--- config.mk ---
export PLATFORM = sky130hd
export DESIGN_NAME = axi_scmi_mailbox_mc
export DESIGN_NICKNAME = d
export VERILOG_FILES = /design/src/rtl/axi_scmi_mailbox_mc.sv
export SDC_FILE = /design/constraint.sdc
export NUM_CORES = 2
export LEC_CHECK = 0
export ABC_AREA = 1
export CORE_MARGIN = 5
export CORE_UTILIZATION = 45
export CTS_BUF_LIST = sky130_fd_sc_hd__clkbuf_16
export CTS_CLUSTER_SIZE = 30
export DETAILED_ROUTE_END_ITERATION = 10
export GPL_TIMING_DRIVEN = 0
export PLACE_DENSITY = 0.68
export SYNTH_ARGS = -nofsm -noshare
export SYNTH_HDL_FRONTEND = slang
export SYNTH_SLANG_ARGS = --single-unit
--- constraint.sdc ---
create_clock -name clk_i -period 4 [get_ports clk_i]
set_input_delay 0.8 -clock clk_i [delete_from_list [all_inputs] [get_ports clk_i]]
set_output_delay 0.8 -clock clk_i [all_outputs]
set_load 0.02 [all_outputs]
--- src/rtl/axi_scmi_mailbox_mc.sv ---
// Multi-channel SCMI shared-memory mailbox: per-channel FREE/BUSY/DONE ownership,
// payload words, and doorbell/completion interrupts behind a single-outstanding request port.
module axi_scmi_mailbox_mc #(
  parameter int NUM_CH        = 4,
  parameter int PAYLOAD_WORDS = 8,
  parameter int ADDR_WIDTH    = 32
) (
  input  logic                  clk_i,
  input  logic                  rst_ni,
  input  logic                  req_valid_i,
  output logic                  req_ready_o,
  input  logic                  req_write_i,
  input  logic                  req_src_i,
  input  logic [ADDR_WIDTH-1:0] req_addr_i,
  input  logic [31:0]           req_wdata_i,
  input  logic [3:0]            req_wstrb_i,
  output logic                  rsp_valid_o,
  input  logic                  rsp_ready_i,
  output logic [31:0]           rsp_rdata_o,
  output logic                  rsp_error_o,
  output logic [NUM_CH-1:0]     doorbell_irq_o,
  output logic [NUM_CH-1:0]     completion_irq_o
);

  typedef enum logic [1:0] {
    ST_FREE = 2'd0,
    ST_BUSY = 2'd1,
    ST_DONE = 2'd2
  } ch_state_e;

  localparam logic [7:0] OFF_STATUS     = 8'h00;
  localparam logic [7:0] OFF_FLAGS      = 8'h04;
  localparam logic [7:0] OFF_DOORBELL   = 8'h08;
  localparam logic [7:0] OFF_COMPLETION = 8'h0C;
  localparam logic [7:0] OFF_PAYLOAD    = 8'h10;

  ch_state_e         r_state     [NUM_CH];
  ch_state_e         w_state_nxt [NUM_CH];
  logic [NUM_CH-1:0] r_flag;
  logic [NUM_CH-1:0] r_db_irq;
  logic [NUM_CH-1:0] r_cmp_irq;
  logic [31:0]       r_payload   [NUM_CH][PAYLOAD_WORDS];

  logic              r_rsp_valid;
  logic              r_rsp_error;
  logic [31:0]       r_rsp_rdata;

  logic                  w_accept;
  logic [ADDR_WIDTH+11:0] w_addr_ext;
  logic                  w_hi_bits;
  logic [3:0]            w_ch;
  logic [7:0]            w_off;
  logic [5:0]            w_pidx;
  logic                  w_ch_ok;
  logic                  w_is_pl;
  logic                  w_pl_ok;
  ch_state_e             w_cur_state;
  logic                  w_cur_flag;
  logic [31:0]           w_cur_pl;
  logic                  w_set1;
  logic                  w_err;
  logic [31:0]           w_rdata;
  logic                  w_wr_flag;
  logic                  w_wr_pl;
  logic                  w_go_busy;
  logic                  w_go_done;
  logic                  w_go_free;
  logic [NUM_CH-1:0]     w_hit;

  assign req_ready_o      = !r_rsp_valid || rsp_ready_i;
  assign w_accept         = req_valid_i && req_ready_o;
  assign rsp_valid_o      = r_rsp_valid;
  assign rsp_rdata_o      = r_rsp_rdata;
  assign rsp_error_o      = r_rsp_error;
  assign doorbell_irq_o   = r_db_irq;
  assign completion_irq_o = r_cmp_irq;

  // Zero-extend so the "address above the block" test works for any ADDR_WIDTH.
  assign w_addr_ext = {12'd0, req_addr_i};
  assign w_hi_bits  = |w_addr_ext[ADDR_WIDTH+11:12];
  assign w_ch       = w_addr_ext[11:8];
  assign w_off      = w_addr_ext[7:0];
  assign w_ch_ok    = ({1'b0, w_ch} < 5'(NUM_CH));
  assign w_is_pl    = (w_off >= OFF_PAYLOAD);
  assign w_pidx     = 6'((w_off - OFF_PAYLOAD) >> 2);
  assign w_pl_ok    = w_is_pl && ({1'b0, w_pidx} < 7'(PAYLOAD_WORDS));
  assign w_set1     = req_wdata_i[0] && req_wstrb_i[0];

  // NOTE: every always_comb output gets a default on entry so no path leaves it unassigned (no latch).
  always_comb begin
    w_cur_state = ST_FREE;
    w_cur_flag  = 1'b0;
    w_cur_pl    = '0;
    for (int i = 0; i < NUM_CH; i++) begin
      if (w_ch == 4'(i)) begin
        w_cur_state = r_state[i];
        w_cur_flag  = r_flag[i];
        for (int j = 0; j < PAYLOAD_WORDS; j++) begin
          if (w_pidx == 6'(j)) w_cur_pl = r_payload[i][j];
        end
      end
    end
  end

  // Register decode; DOORBELL/COMPLETION writes without bit0 set are accepted as no-ops.
  always_comb begin
    w_err     = 1'b0;
    w_rdata   = '0;
    w_wr_flag = 1'b0;
    w_wr_pl   = 1'b0;
    w_go_busy = 1'b0;
    w_go_done = 1'b0;
    w_go_free = 1'b0;
    if (w_hi_bits || !w_ch_ok || (w_addr_ext[1:0] != 2'b00)) begin
      w_err = 1'b1;
    end else if (w_is_pl) begin
      if (!w_pl_ok)                                                   w_err   = 1'b1;
      else if (!req_write_i)                                          w_rdata = w_cur_pl;
      else if (req_src_i ? (w_cur_state == ST_BUSY)
                         : (w_cur_state != ST_BUSY))                  w_wr_pl = 1'b1;
      else                                                            w_err   = 1'b1;
    end else begin
      case (w_off)
        OFF_STATUS: begin
          if (req_write_i) w_err   = 1'b1;
          else             w_rdata = {30'd0, w_cur_state};
        end
        OFF_FLAGS: begin
          if (req_write_i) w_wr_flag = req_wstrb_i[0];
          else             w_rdata   = {31'd0, w_cur_flag};
        end
        OFF_DOORBELL: begin
          if (req_write_i && w_set1) begin
            if (!req_src_i && (w_cur_state == ST_FREE)) w_go_busy = 1'b1;
            else                                        w_err     = 1'b1;
          end
        end
        OFF_COMPLETION: begin
          if (req_write_i && w_set1) begin
            if (req_src_i && (w_cur_state == ST_BUSY))       w_go_done = 1'b1;
            else if (!req_src_i && (w_cur_state == ST_DONE)) w_go_free = 1'b1;
            else                                             w_err     = 1'b1;
          end
        end
        default: w_err = 1'b1;
      endcase
    end
  end

  always_comb begin
    for (int i = 0; i < NUM_CH; i++) begin
      w_hit[i]       = w_accept && !w_err && (w_ch == 4'(i));
      w_state_nxt[i] = r_state[i];
      if (w_hit[i]) begin
        if (w_go_busy)      w_state_nxt[i] = ST_BUSY;
        else if (w_go_done) w_state_nxt[i] = ST_DONE;
        else if (w_go_free) w_state_nxt[i] = ST_FREE;
      end
    end
  end

  // NOTE: payload lives in flops with async reset so it reads 0 after reset; this rules out RAM mapping.
  always_ff @(posedge clk_i or negedge rst_ni) begin
    if (!rst_ni) begin
      r_flag    <= '0;
      r_db_irq  <= '0;
      r_cmp_irq <= '0;
      for (int i = 0; i < NUM_CH; i++) begin
        r_state[i] <= ST_FREE;
        for (int j = 0; j < PAYLOAD_WORDS; j++) r_payload[i][j] <= '0;
      end
    end else begin
      // NOTE: non-blocking so every channel samples pre-edge state; the later per-bit writes override this default.
      r_db_irq <= '0;
      for (int i = 0; i < NUM_CH; i++) begin
        r_state[i] <= w_state_nxt[i];
        if (w_hit[i]) begin
          if (w_wr_flag)               r_flag[i]    <= req_wdata_i[0];
          if (w_go_busy)               r_db_irq[i]  <= r_flag[i];
          if (w_go_done && r_flag[i])  r_cmp_irq[i] <= 1'b1;
          if (w_go_free || (w_wr_flag && !req_wdata_i[0])) r_cmp_irq[i] <= 1'b0;
          if (w_wr_pl) begin
            for (int j = 0; j < PAYLOAD_WORDS; j++) begin
              if (w_pidx == 6'(j)) begin
                for (int b = 0; b < 4; b++) begin
                  if (req_wstrb_i[b]) r_payload[i][j][8*b +: 8] <= req_wdata_i[8*b +: 8];
                end
              end
            end
          end
        end
      end
    end
  end

  always_ff @(posedge clk_i or negedge rst_ni) begin
    if (!rst_ni) begin
      r_rsp_valid <= 1'b0;
      r_rsp_error <= 1'b0;
      r_rsp_rdata <= '0;
    end else if (w_accept) begin
      r_rsp_valid <= 1'b1;
      r_rsp_error <= w_err;
      r_rsp_rdata <= w_rdata;
    end else if (rsp_ready_i) begin
      r_rsp_valid <= 1'b0;
      r_rsp_error <= 1'b0;
      r_rsp_rdata <= '0;
    end
  end

endmodule

==> flow_summary.toml <==
[placed_design]
placed_area_um2 = 54400
place_ws_ns = -2.85
gp_congestion = 1.01
portBuffers = 116
dp_hpwl_mm = 162

[timing]
fin_crit_ns = 4.68
worstMarginPinSlew_ns = 1.48
fin_ws_ns = -0.676
final-setup-viol-count = 40
rsz0062_at_grt = "yes"
relSlewSlack_pct = 1.27
clock_skew_ns = 0.0348
holdWs_ns = 0.0113
slew_viol_final = 0
finalCritPeriodShare_pct = 117
hold_viol = 0
final.setup.tns_ns = -17.24
fmax_ghz = 0.214

[critical_path]
required_ns = 4.68
cp_max_fo = 5
startpoint_type = "input port"
cp_slowest_cell = "clkdlybuf4s15_2"
cp_common_cell = "nand2_1"
crit_arrival_ns = 5.35
max_stage_delay_ns = 0.23
r2r_slack_ns = 0.08
critPathKind = "in -> reg"
cp-end-kind = "flip-flop"

[clock_network]
cts_tree = "built"
cts_root_buf = "clkbuf_16"
clock_path_buffers = 3
htree_num_levels = 3
clk_pin_slew_ns = 0.06
cts_made_buffers = 118
numClockSinks = 1078
clock_latency_ns = 0.75

[yosys]
syn_nets = 6692
synthAdderAreaFrac_pct = 0.0978
syn_avg_cell_area_um2 = 7.73
synthMostInstantiatedCell = "nand2_1"
synth_xor_area_share_pct = 0
synth_mux_area_share_pct = 0
synth_flop_cell = "dfrtp_1"
yosysUniqueCellTypes = 49
synth_compound_area_share_pct = 14.5
yosysWarnings = 0
synth-edff-count = 0
syn_area_um2 = 51100
synth_area_leaders = "dfrtp_1, nand2_1, o21ai_0"
synth_top_area_cell = "dfrtp_1"
synth_seq_cells = 1078
syn_inst = 6614
yosys.area_share.simple_pct = 27.8
synth_common_cells = "nand2_1, dfrtp_1, o21ai_0"
synth_top_family_by_area = "simple AND/OR/NAND/NOR gates"
synth_top_area_share_pct = 52.7
ys_seq_area_share_pct = 52.7
async_flop_share_pct = 100

[floorplan]
pin_count = 117
coreArea_um2 = 113000
die-area_um2 = 121000
die_w_um = 347
die_h_um = 347
start_util_pct = 45.4
rows = 123

[layout]
area_growth_pct = 24.2
drive_gt1_share_pct = 19.9
final_net_count = 7042
stdcell_area_um2 = 63500

[run]
drv_cap = 0

[pwr]
p_leak_nw = 29.9
irDropWorstVdd_uv = 334
powerDensity_nw_per_um2 = 368

[route]
dr.first_iter.drc_count = 6988
drcViolationCount = 0
wl_per_cell_um = 26.0
final_antenna_net_count = 0
firstDrtPassIters = 9
wl_mm = 222
num_vias = 50500
viasPerCell = 5.90

[global_route]
antenna_found_initial = 12
grt_max_degree = 182
grtUsageTotal_pct = 35.5
grt_pass1_vias = 47100
overflow = 0
grt_first_pass_wirelength_mm = 317

[run_status]
failed_checks = "negative setup slack"
status = "finished, violations left"

[hold_path]
hold_class = "in -> async"
[final cells by class]
| type | count | area, um2 |
|---|---|---|
| fillers | 10500 | 49100 |
| clock buffers | 118 | 2950 |
| diodes | 5 | 12.5 |
| well taps | 1500 | 1880 |
| repair buffers | 234 | 2640 |
| inverters | 112 | 514 |
| flip-flops and latches | 1078 | 27000 |
| multi-input cells | 4954 | 25300 |
| repair inverters | 1 | 7.51 |
| plain buffers | 465 | 2460 |
| clock inverters | 99 | 778 |
[routing by layer]
metal  up-vias  GRT usage (%)  wire (um)
met5         -              0          0
met2      2996           52.0      94700
met3       600           9.50      25900
li1      22200              -          -
met4         0           19.5      14500
met1     24700           48.2      87300
[cells in the final DEF, fill, tap and decap left out, drive strengths merged, types with 9 or more instances in the layout]
| cell | n |
|---|---|
| nand2 | 2467 |
| dfrtp | 1078 |
| o21ai | 1041 |
| nor2 | 530 |
| clkbuf | 439 |
| nand3 | 356 |
| a21oi | 336 |
| buf | 260 |
| inv | 137 |
| or2 | 110 |
| clkdlybuf4s50 | 105 |
| clkinv | 60 |
| o211ai | 38 |
| nand4 | 33 |
| bufinv | 11 |
| nor4 | 11 |
| nor3 | 9 |
[logic make-up (layout without fill, tap and decap cells)]
| family | count (synthesis) | after routing |
|---|---|---|
| AO/OA/AOI/OAI | 1430 | 1430 |
| adder cells (fa/ha/maj) | 4 | 4 |
| buffers and inverters | 582 | 1029 |
| flip-flops | 1078 | 1078 |
| other | 0 | 5 |
| AND/OR/NAND/NOR | 3520 | 3520 |
[worst paths after layout]
path / start / cells after the start / end
hold / removal: rst_ni / 2 / r_payload[407]
min in group clk_i: rsp_rdata_o[27] / 2 / rsp_rdata_o[27]
setup / recovery: req_addr_i[2] / 47 / rsp_rdata_o[6]
setup reg to reg: r_payload[910] / 38 / rsp_rdata_o[14]
max in group asynchronous: rst_ni / 6 / r_state[1]
hold reg to reg: rsp_rdata_o[27] / 2 / rsp_rdata_o[27]
[metrics by stage]
stage               std cells  power (mW)  utilization, %
global placement         8230        12.4            48.1
CTS                      8516        23.2            54.7
floorplan                6614        11.6               -
finish                   8566        23.4            56.4
global route             8561        23.8            56.4
detailed placement       8237        12.4            48.3
[timing repair]
item / in CTS / in global routing
gates cloned: 5 / 4
buffers inserted: 55 / 53
endpoints found under the setup margin: 1061 / 1056
hold buffers: 2 / 0
endpoints found under the hold margin: 30 / 0
pin swaps: 170 / 240
gates resized for setup: 781 / 450
[state kept, by name, indices dropped and copies added, names as in the netlist]
name / count
rsp_error_o: 1
rsp_rdata_o: 32
r_payload: 1024
r_state: 8
completion_irq_o: 4
rsp_valid_o: 1
doorbell_irq_o: 4
r_flag: 4
[critical path: cells and delay by family]
kind                   cells  cell delay [ns]
buffers and inverters      6             0.84
AOI/OAI and AO/OA          1             0.09
and+or+nand+nor           40             3.62
[report_power, final]
group | switching, mW | leakage [nW] | internal [mW]
logic | 1.20 | 13.0 | 0.378
registers | 0.00137 | 15.0 | 10.9
clock network | 4.83 | 1.92 | 6.04
total | 6.03 | 29.9 | 17.3
Power figures use the tool's default switching activity.
